File: config.mk
export PLATFORM = sky130hd
export DESIGN_NAME = imem_byte_loader
export DESIGN_NICKNAME = d
export VERILOG_FILES = /design/src/rtl/imem_byte_loader_pkg.sv /design/src/rtl/imem_byte_loader.sv
export SDC_FILE = /design/constraint.sdc
export NUM_CORES = 1
export LEC_CHECK = 0
export ABC_AREA = 0
export CORE_UTILIZATION = 58
export DETAILED_ROUTE_END_ITERATION = 6
export PLACE_DENSITY = 0.8
export SLEW_MARGIN = 20
export SYNTH_ARGS = -nofsm -noshare
export SYNTH_HDL_FRONTEND = slang
export SYNTH_SLANG_ARGS = --single-unit
File: constraint.sdc
create_clock -name clk -period 3.2 [get_ports clk]
set_input_delay 0.8 -clock clk [delete_from_list [all_inputs] [get_ports clk]]
set_output_delay 0.8 -clock clk [all_outputs]
set_load 0.005 [all_outputs]
File: src/rtl/imem_byte_loader_pkg.sv
// Shared definitions for the instruction-memory byte loader
// and the host-side stream driver.
package imem_byte_loader_pkg;

    typedef enum logic [2:0] {
        IDLE = 3'd0,
        HDR  = 3'd1,
        PAY  = 3'd2,
        CHK  = 3'd3,
        DONE = 3'd4,
        ERR  = 3'd5
    } load_state_t;

    localparam int HDR_BYTES = 4;

endpackage

File: src/rtl/imem_byte_loader.sv
// Streams a length-prefixed, XOR-checksummed image into
// the instruction memory while holding the CPU.
module imem_byte_loader
    import imem_byte_loader_pkg::*;
#(
    parameter int MEM_SIZE = 1024,
    parameter int ADDR_W   = 32
) (
    input  logic              clk,
    input  logic              reset_n,
    input  logic              start,
    input  logic              in_valid,
    input  logic [7:0]        in_data,
    output logic              in_ready,
    output logic              mem_we,
    output logic [ADDR_W-1:0] mem_addr,
    output logic [7:0]        mem_wdata,
    output logic              cpu_hold,
    output logic              done,
    output logic              error
);

    load_state_t       state;
    load_state_t       state_n;
    logic [31:0]       len;
    logic [31:0]       len_full;
    logic [1:0]        hcnt;
    logic [ADDR_W-1:0] cnt;
    logic [7:0]        csum;
    logic              fire;
    logic              hdr_last;
    logic              pay_last;
    logic              start_ok;

    assign in_ready = (state == HDR) || (state == PAY) || (state == CHK);
    assign fire     = in_valid && in_ready;
    // Header is little-endian: each new byte shifts in at the top.
    assign len_full = {in_data, len[31:8]};
    assign hdr_last = (hcnt == 2'(HDR_BYTES - 1));
    assign pay_last = (32'(cnt) == (len - 32'd1));
    assign start_ok = start &&
                      ((state == IDLE) || (state == DONE) || (state == ERR));

    always_comb begin
        state_n = state;
        unique case (state)
            IDLE, DONE, ERR: begin
                if (start) state_n = HDR;
            end
            HDR: begin
                if (fire && hdr_last) begin
                    if (len_full > 32'(MEM_SIZE)) state_n = ERR;
                    else if (len_full == 32'd0)   state_n = CHK;
                    else                          state_n = PAY;
                end
            end
            PAY: begin
                if (fire && pay_last) state_n = CHK;
            end
            CHK: begin
                if (fire) state_n = (in_data == csum) ? DONE : ERR;
            end
            default: state_n = IDLE;
        endcase
    end

    always_ff @(posedge clk or negedge reset_n) begin
        if (!reset_n) begin
            state     <= IDLE;
            len       <= '0;
            hcnt      <= '0;
            cnt       <= '0;
            csum      <= '0;
            mem_we    <= 1'b0;
            mem_addr  <= '0;
            mem_wdata <= '0;
            cpu_hold  <= 1'b0;
            done      <= 1'b0;
            error     <= 1'b0;
        end else begin
            state    <= state_n;
            mem_we   <= 1'b0;
            // A corrupt image keeps the core held until the next load.
            cpu_hold <= (state_n == HDR) || (state_n == PAY) ||
                        (state_n == CHK) || (state_n == ERR);
            done     <= (state_n == DONE);
            error    <= (state_n == ERR);
            if (start_ok) begin
                len  <= '0;
                hcnt <= '0;
                cnt  <= '0;
                csum <= '0;
            end
            if (fire && (state == HDR)) begin
                len  <= len_full;
                hcnt <= hcnt + 2'd1;
            end
            if (fire && (state == PAY)) begin
                mem_we    <= 1'b1;
                mem_addr  <= cnt;
                mem_wdata <= in_data;
                cnt       <= cnt + 1'b1;
                csum      <= csum ^ in_data;
            end
        end
    end

endmodule

==> flow_summary.ini, run 1 <==
[status]
status = finished with violations
violations = design-rule violations

[grt]
antenna_found_initial = 0
grt-ovfl-total = 0
grt_pass1_wl_um = 28000
grt_pass1_vias = 5432
track_usage_pct = 32.3
grt_max_degree = 58

[logic_synthesis]
postSynthCellCount = 674
synth_area_leader_cell = dfrtp_1
syn_area_um2 = 6380
syn-num-nets = 689
synth_edf_count = 0
async_flop_share_pct = 100
post-synth-top-area-fraction_pct = 47.5
synthTopCellsByArea = dfrtp_1, nand2_1, a22o_1
ys_warn_count = 0
yosysUniqueCellTypes = 68
seq_area_frac_synth_pct = 47.5
avgSynthCellArea_um2 = 9.46
synth-seq-cells = 121
ys.flop_type = dfrtp_1

[routing]
wire_per_inst_um = 19.7
drt_iter0_markers = 463
top_layer_used = met4
m1WireLength_um = 7210
via_count = 5506
postRouteAntennaNets = 0
drc_errors = 5
dr.pass1.iters = 7
routed_wl_um = 17200
met2_length_um = 7990
wl_met3_um = 1530
vias_per_cell = 6.32

[layout]
final_cell_mix = nand2_1, dfrtp_1, clkdlybuf4s50_1, o21ai_0, nand3_1
fill_cells = 747
final_common_cell = nand2_1
layout-drive-gt1-share_pct = 11.3
antenna_cells = 0
synthToLayoutAreaGrowth_pct = 19.3
utilization_pct = 72.4
fin_nets = 737

[clocking]
clock_latency_ps = 530
cts_tree = built
clk_pin_slew_ps = 60
cts_buffers = 17
clock-root-buffer = clkbuf_8
ctsHoldBuffers = 0
htree_levels = 4
cts_sinks = 121
clock_path_buffers = 2

[sta]
rsz0062_at_grt = false
worst_pin_slew_ps = 949
period_share_pct = 92.5
final_hold_viol_count = 0
slew_viol_final = 0
timing.fmax_ghz = 0.338
setup_violations = 0
tns_ps = 0
period_needed_ps = 2960
max-slew-margin-rel_pct = 36.5
fin_skew_ps = 5.86

[floorplan]
core_um2 = 10500
die_width_um = 107
initial_core_util_pct = 60.7
dieArea_um2 = 11400
num_io_pins = 57
die_y_um = 107
core.rowCount = 37

[setup_path]
cp_cell_sequence = inv_1 -> ha_1 -> nor4b_4 -> nand3_1 -> nor4_1 -> o211ai_1 -> nor4_2 -> nand4_1 -> o31ai_2 -> nor2b_1
cp-start-kind = register
r2r_setup_slack_ps = 240
regToRegEndpoint = error$_DFF_PN0_
crit_arrival_ps = 3420
critPathKind = register to register
cp-end-kind = register
crit_path_max_fanout = 6
critPathRequiredTime_ps = 3660
worstRegToRegCells = 10
critPathSlowestCell = dfrtp_1
r2r-start = len[0]$_DFFE_PN0P_
critPathMaxStageDelay_ps = 430

[run]
max_cap_viol_count = 0

[power]
power.leakage_nw = 3.36
ir_drop_v = 0.000613
powerDensity_nw_per_um2 = 776

[placed_design]
hpwl_um = 11600
numPortBuffers = 56
routabilityCongestion = 0.918

[min_path]
hold_path_class = input pin to async pin
## routing by layer
layer	GRT usage, %	up-vias
li1	-	2475
met1	44.6	2688
met2	49.2	296
met3	7.48	47
met4	13.2	0
met5	0	-
## area by class of cell
type | instances | area (um^2) | area share (%)
timing repair buffer | 75 | 713 | 9.37
tap | 136 | 170 | 2.24
inverter | 9 | 33.8 | 0.444
clock inverter | 11 | 146 | 1.92
multi-input combinational | 498 | 3080 | 40.5
clock buffer | 21 | 439 | 5.77
sequential | 121 | 3030 | 39.8
## registers in the layout, summed over array words and instances, names as in the netlist
register   cells
cnt           32
cpu_hold       1
csum           8
done           1
error          1
hcnt           2
len           32
mem_addr      32
mem_wdata      8
mem_we         1
state          3
## timing repair
item	4_1_cts	5_1_grt
buffers inserted	0	0
endpoints found under the setup margin	0	3
resized for setup	0	1
## cells by family (layout without fill, tap and decap cells)
family                   after synthesis  after routing  share of synthesized area [%]
XOR/XNOR                              50             50                           6.87
flip-flops                           121            121                           47.5
buffers and inverters                 55            116                           4.55
adder cells (fa/ha/maj)                3              3                          0.589
AO/OA/AOI/OAI                        128            128                           14.1
AND/OR/NAND/NOR                      308            308                           24.9
multiplexers                           9              9                           1.45
## metrics by stage
step	cells	setup slack [ps]	total power [W]	hold slack, ps	cell area (um^2)
floorplan	674	686	0.00352	470	6380
global placement	839	96.3	0.00386	458	7020
detailed placement	839	38.5	0.00393	463	7020
CTS	871	149	0.00587	312	7600
global route	871	54.7	0.00618	341	7610
finish	871	239	0.00591	300	7610
## worst max-delay path, delay by kind of cell, from the launching register on
kind            cells  cell delay (ps)
compound gates      2              540
buf+inv             1               90
fa+ha+maj           1              290
simple gates        6             1530
flops               1              430
## power by group
part           leakage [nW]  internal [W]  switching, W
Sequential             1.64       0.00173      0.000472
Combinational          1.44      0.000829      0.000957
Clock                 0.282       0.00121      0.000717
Total                  3.36       0.00376       0.00215
## synthesized netlist by cell type (2+ instances only)
| library cell | number |
|---|---|
| nand2_1 | 142 |
| dfrtp_1 | 121 |
| o21ai_0 | 48 |
| nand3_1 | 36 |
| a22o_1 | 32 |
| clkbuf_1 | 31 |
| xnor2_1 | 31 |
| nor2_1 | 29 |
| xor2_1 | 19 |
| nand4_1 | 18 |
| nor3_1 | 11 |
| a21oi_1 | 9 |
| nor4_1 | 9 |
| inv_1 | 8 |
| nor2b_1 | 8 |
| mux2i_1 | 7 |
| o211ai_1 | 7 |
| o31ai_1 | 7 |
| buf_6 | 6 |
| nand2b_1 | 6 |
| nor4_2 | 5 |
| a31oi_1 | 4 |
| and3_1 | 4 |
| buf_2 | 4 |
| nand3b_1 | 4 |
| nor3_2 | 4 |
| or3_1 | 4 |
| and3_2 | 3 |
| clkbuf_8 | 3 |
| ha_1 | 3 |
| nor4b_1 | 3 |
| o31a_1 | 3 |
| a22o_2 | 2 |
| and2_1 | 2 |
| and4_1 | 2 |
| mux2_2 | 2 |
| nor3b_1 | 2 |
| nor4_4 | 2 |
| nor4b_2 | 2 |
| or2_2 | 2 |
| or4_4 | 2 |
## how the worst max path moves through the flow
stage                       start             endpoint  cells past startpoint
2_1_floorplan  len[0]$_DFFE_PN0P_      error$_DFF_PN0_                     10
3_3_place_gp             in_valid  cnt[31]$_DFFE_PN0P_                     10
3_5_place_dp             in_valid  cnt[29]$_DFFE_PN0P_                     10
4_1_cts        len[0]$_DFFE_PN0P_      error$_DFF_PN0_                     10
5_1_grt        len[0]$_DFFE_PN0P_      error$_DFF_PN0_                     10
6_report       len[0]$_DFFE_PN0P_      error$_DFF_PN0_                     10
No activity file was read; power rests on OpenSTA's default activity.
==> run 2: changes to the inputs <==
--- a/config.mk
+++ b/config.mk
@@ -6,6 +6,7 @@
 export NUM_CORES = 1
 export LEC_CHECK = 0
 export ABC_AREA = 0
+export CORE_MARGIN = 2
 export CORE_UTILIZATION = 58
 export DETAILED_ROUTE_END_ITERATION = 6
 export PLACE_DENSITY = 0.8
==> run 2 against run 1 <==
  * The flow now finishes without violations
  * Critical endpoint is now cpu_hold$_DFF_PN0_
  * Sequential cell count stayed put
  * Via count is 0.62% lower
  * Clock power is 3% higher
==> flow_summary.ini, run 2 (synthesized netlist as in run 1, its figures left out) <==
[routing]
routed_wl_um = 17000
wire_per_inst_um = 19.5
drc_errors = 0
vias_per_cell = 6.25
via_count = 5472
postRouteAntennaNets = 0
dr.pass1.iters = 5
drt_iter0_markers = 512

[power]
powerDensity_nw_per_um2 = 776
power_w = 0.00593
power.leakage_nw = 3.37
ir_drop_v = 0.000527

[clocking]
clk_pin_slew_ps = 60
post_cts_buffers = 0
clock_latency_ps = 540
ctsHoldBuffers = 0
clock-root-buffer = clkbuf_8
clock_path_buffers = 2
cts_buffers = 17
cts_sinks = 121
cts_tree = built
htree_levels = 4

[grt]
grt_max_degree = 55
grt_pass1_wl_um = 26900
grt_pass1_vias = 5226
antenna_found_initial = 0
track_usage_pct = 30.1
grt-ovfl-total = 0

[sta]
rsz0062_at_grt = false
holdWs_ps = 215
slew_viol_final = 0
fin_skew_ps = 6.25
period_needed_ps = 2950
setup_violations = 0
period_share_pct = 92.1
tns_ps = 0
final_hold_viol_count = 0
timing.fmax_ghz = 0.339
worst_pin_slew_ps = 1020
max-slew-margin-rel_pct = 31.9

[floorplan]
die_y_um = 109
dieArea_um2 = 11900
num_io_pins = 57
core_um2 = 10800
die_width_um = 109
core.rowCount = 38
initial_core_util_pct = 59.1

[layout]
final_cell_mix = nand2_1, dfrtp_1, clkdlybuf4s50_1, o21ai_0, nand3_1
fin_nets = 738
synthToLayoutAreaGrowth_pct = 19.9
utilization_pct = 70.8
layout.cells.non_filler = 875
layout-drive-gt1-share_pct = 11.4
reg.largest.list = cnt: 32 flops, len: 32 flops, mem_addr: 32 flops
final_common_cell = nand2_1
antenna_cells = 0

[run]
max_cap_viol_count = 0

[placed_design]
hpwl_um = 11800
numPortBuffers = 56
place_inst = 844
routabilityCongestion = 0.891

[setup_path]
r2r-start = len[13]$_DFFE_PN0P_
crit_path_max_fanout = 7
cp-start-kind = register
critPathKind = register to register
startpoint = len[13]$_DFFE_PN0P_
critPathRequiredTime_ps = 3620
cp-end-kind = register
crit_arrival_ps = 3370

[min_path]
hold_path_class = input pin to async pin

[status]
status = finished clean
[run 2: cell count changes in the layout (fill, tap and decap cells not counted), sizes merged]
cell / change
clkinv: -2
buf: +1
bufinv: +1
clkbuf: -1
clkinvlp: +1
[run 2: final timing paths]
check                                           endpoint  slack [ps]  depth (start not counted)
worst min-delay path                 len[17]$_DFFE_PN0P_         210                          1
min in group clk                mem_addr[28]$_DFFE_PN0P_         470                          2
max in group asynchronous       mem_addr[30]$_DFFE_PN0P_        2180                          2
worst min register to register  mem_addr[28]$_DFFE_PN0P_         470                          2
worst max register to register        cpu_hold$_DFF_PN0_         250                          8
worst max-delay path                  cpu_hold$_DFF_PN0_         250                          8
[run 2: area by class of cell]
type	instances	area, um^2
fill	781	3150
multi-input combinational	498	3080
sequential	121	3030
timing repair buffer	76	721
clock buffer	20	435
tap	140	175
clock inverter	11	170
inverter	9	33.8
[run 2: worst max-delay path, stage by stage, from the launching register on]
cell and delay (ps):
dfrtp_1 500, nor4_4 480, nand2_2 130, or4_4 460, a2111oi_4 420, a311oi_1 170, a31oi_1 270, o31ai_2 160
or2_1 240
[run 2: per-stage QoR]
step,setup WS [ps],cell area (um^2)
2_1_floorplan,686,6380
3_3_place_gp,77.2,7030
3_5_place_dp,-26.4,7030
4_1_cts,175,7630
5_1_grt,54.3,7640
6_report,252,7640
[run 2: power by group]
group	internal [W]	leakage [nW]	switching (W)
clock	0.00128	0.287	0.000700
combinational	0.000825	1.44	0.000938
sequential	0.00173	1.64	0.000459
total	0.00383	3.37	0.00210
[run 2: repair_timing]
action / 4_1_cts / 5_1_grt
setup endpoints to repair: 0 / 3
resized for setup: 0 / 1
hold endpoints to repair: 0 / 0
[run 2: metal layers]
layer | vias to the layer above | track usage, % | share of wire (%)
met5 | - | 0 | 0
met4 | 0 | 11.5 | 1.7
met3 | 30 | 7.41 | 7.9
met2 | 236 | 45.9 | 47
met1 | 2717 | 41.7 | 43
li1 | 2489 | - | -
==> run 3: changes to the inputs <==
--- a/config.mk
+++ b/config.mk
@@ -10,6 +10,7 @@
 export CORE_UTILIZATION = 58
 export DETAILED_ROUTE_END_ITERATION = 6
 export PLACE_DENSITY = 0.8
+export RECOVER_POWER = 50
 export SLEW_MARGIN = 20
 export SYNTH_ARGS = -nofsm -noshare
 export SYNTH_HDL_FRONTEND = slang
==> run 3 against run 2 <==
  * The run now ends with max-capacitance violations, max-slew violations left
  * Wire length hardly changed
  * Non-clock buffer count unchanged
  * Die area stayed put
  * Worst hold slack improved by 260 ps
  * Fmax is 1.1% lower
  * Sequential cell count did not move
  * Largest power group unchanged
  * Global-route usage unchanged
==> flow_summary.ini, run 3 (synthesized netlist as in run 1, its figures left out) <==
[status]
status = finished with violations
violations = max-capacitance violations, max-slew violations

[clocking]
post_cts_buffers = 0
clock_latency_ps = 540
clk_pin_slew_ps = 60
ctsHoldBuffers = 0
ctsResizeCount = 0
cts_buffers = 17
clock_path_buffers = 2
htree_levels = 4
cts_tree = built
cts_sinks = 121
clock-root-buffer = clkbuf_8

[power]
power_w = 0.00592
power_frac_comb_pct = 29.7
power.leakage_nw = 3.35
p_int_w = 0.00383
power.switching_w = 0.00209
ir_drop_v = 0.000523
power.share.sequential_pct = 36.9
powerDensity_nw_per_um2 = 777
switching_share_pct = 35.3
pwr-share-clk_pct = 33.4

[setup_path]
crit_arrival_ps = 3400
startpoint = len[13]$_DFFE_PN0P_
crit_path_max_fanout = 7
critPathKind = register to register
cp-start-kind = register
r2r-start = len[13]$_DFFE_PN0P_
critPathRequiredTime_ps = 3620
cp-end-kind = register

[grt]
grt_max_degree = 55
grt-ovfl-total = 0
antenna_found_initial = 0
track_usage_pct = 30.1
grt_pass1_vias = 5226
grt_pass1_wl_um = 26900

[floorplan]
num_io_pins = 57
core_um2 = 10800
dieArea_um2 = 11900
die_y_um = 109
core.rowCount = 38
die_width_um = 109
initial_core_util_pct = 59.1

[layout]
reg.largest.list = cnt: 32 flops, len: 32 flops, mem_addr: 32 flops
final_common_cell = nand2_1
finalInstanceArea_um2 = 7610
synthToLayoutAreaGrowth_pct = 19.3
fin_nets = 738
final_cell_mix = nand2_1, dfrtp_1, clkdlybuf4s50_1, o21ai_0, nand3_1
antenna_cells = 0
layout-drive-gt1-share_pct = 10.9

[sta]
holdWs_ps = 473
max-slew-margin-rel_pct = -20.5
rsz0062_at_grt = false
period_share_pct = 93.1
layout_setup_ws_ps = 220
fin_skew_ps = 5.30
setup_violations = 0
timing.fmax_ghz = 0.336
final_hold_viol_count = 0
slew_viol_final = 70
period_needed_ps = 2980
worst_pin_slew_ps = 1810

[placed_design]
hpwl_um = 11800
numPortBuffers = 56
routabilityCongestion = 0.891
placed_area_um2 = 7030
pre_cts_slack_ps = -26.4

[routing]
postRouteAntennaNets = 0
dr.pass1.iters = 6
routed_wl_um = 17000
drt_iter0_markers = 422
wire_per_inst_um = 19.5
drc_errors = 0
via_count = 5534
vias_per_cell = 6.32

[min_path]
hold_path_class = register to register
hold_start = mem_addr[28]$_DFFE_PN0P_

[run]
max_cap_viol_count = 2
==> run 3: changes by cell type in the layout (fill, tap and decap cells not counted), sizes merged <==
cell,before,now
buf,21,15
clkbuf,20,26
==> run 3: worst max-delay path: stages (launching register included) <==
cell and delay (ps):
dfrtp_1 510, nor4_4 480, nand2_2 130, or4_4 460, a2111oi_4 420, a311oi_1 180, a31oi_1 270, o31ai_2 160
or2_1 240
==> run 3: path summary, 6_finish.rpt <==
path / cells after the start / end / slack, ps
max in group asynchronous: 2 / state[1]$_DFF_PN0_ / 750
min: 2 / mem_addr[28]$_DFFE_PN0P_ / 470
min in group asynchronous: 1 / len[7]$_DFFE_PN0P_ / 750
max reg2reg: 8 / cpu_hold$_DFF_PN0_ / 220
min reg2reg: 2 / mem_addr[28]$_DFFE_PN0P_ / 470
max: 8 / cpu_hold$_DFF_PN0_ / 220
==> run 3: metal layers <==
metal	GRT usage (%)	share of wire, %	vias up
met5	0	0	-
met3	7.41	7.9	44
met4	11.5	2.1	0
met1	41.7	43	2738
li1	-	-	2495
met2	45.9	47	257
==> run 3: final cells by class <==
cell class	instances	area, um^2
clock buffers	20	435
clock inverters	11	170
fillers	785	3180
inverters	9	33.8
multi-input cells	498	3080
flip-flops and latches	121	3030
well taps	140	175
repair buffers	76	693
==> run 3: through the flow <==
step                std cells  util (%)  TNS, ps
floorplan                 674         -        0
global placement          844      65.1        0
detailed placement        844      65.1    -26.4
CTS                       875      70.7        0
global route              875      70.5        0
finish                    875      70.5        0
==> run 3: power groups by stage <==
stage | logic [W] | registers, W | clock network, W
after floorplan | 0.00158 | 0.00194 | 0
after global placement | 0.00167 | 0.00218 | 0
after detailed placement | 0.00172 | 0.00218 | 0
after CTS | 0.00173 | 0.00217 | 0.00199
after global routing | 0.00191 | 0.00221 | 0.00206
final | 0.00175 | 0.00219 | 0.00198
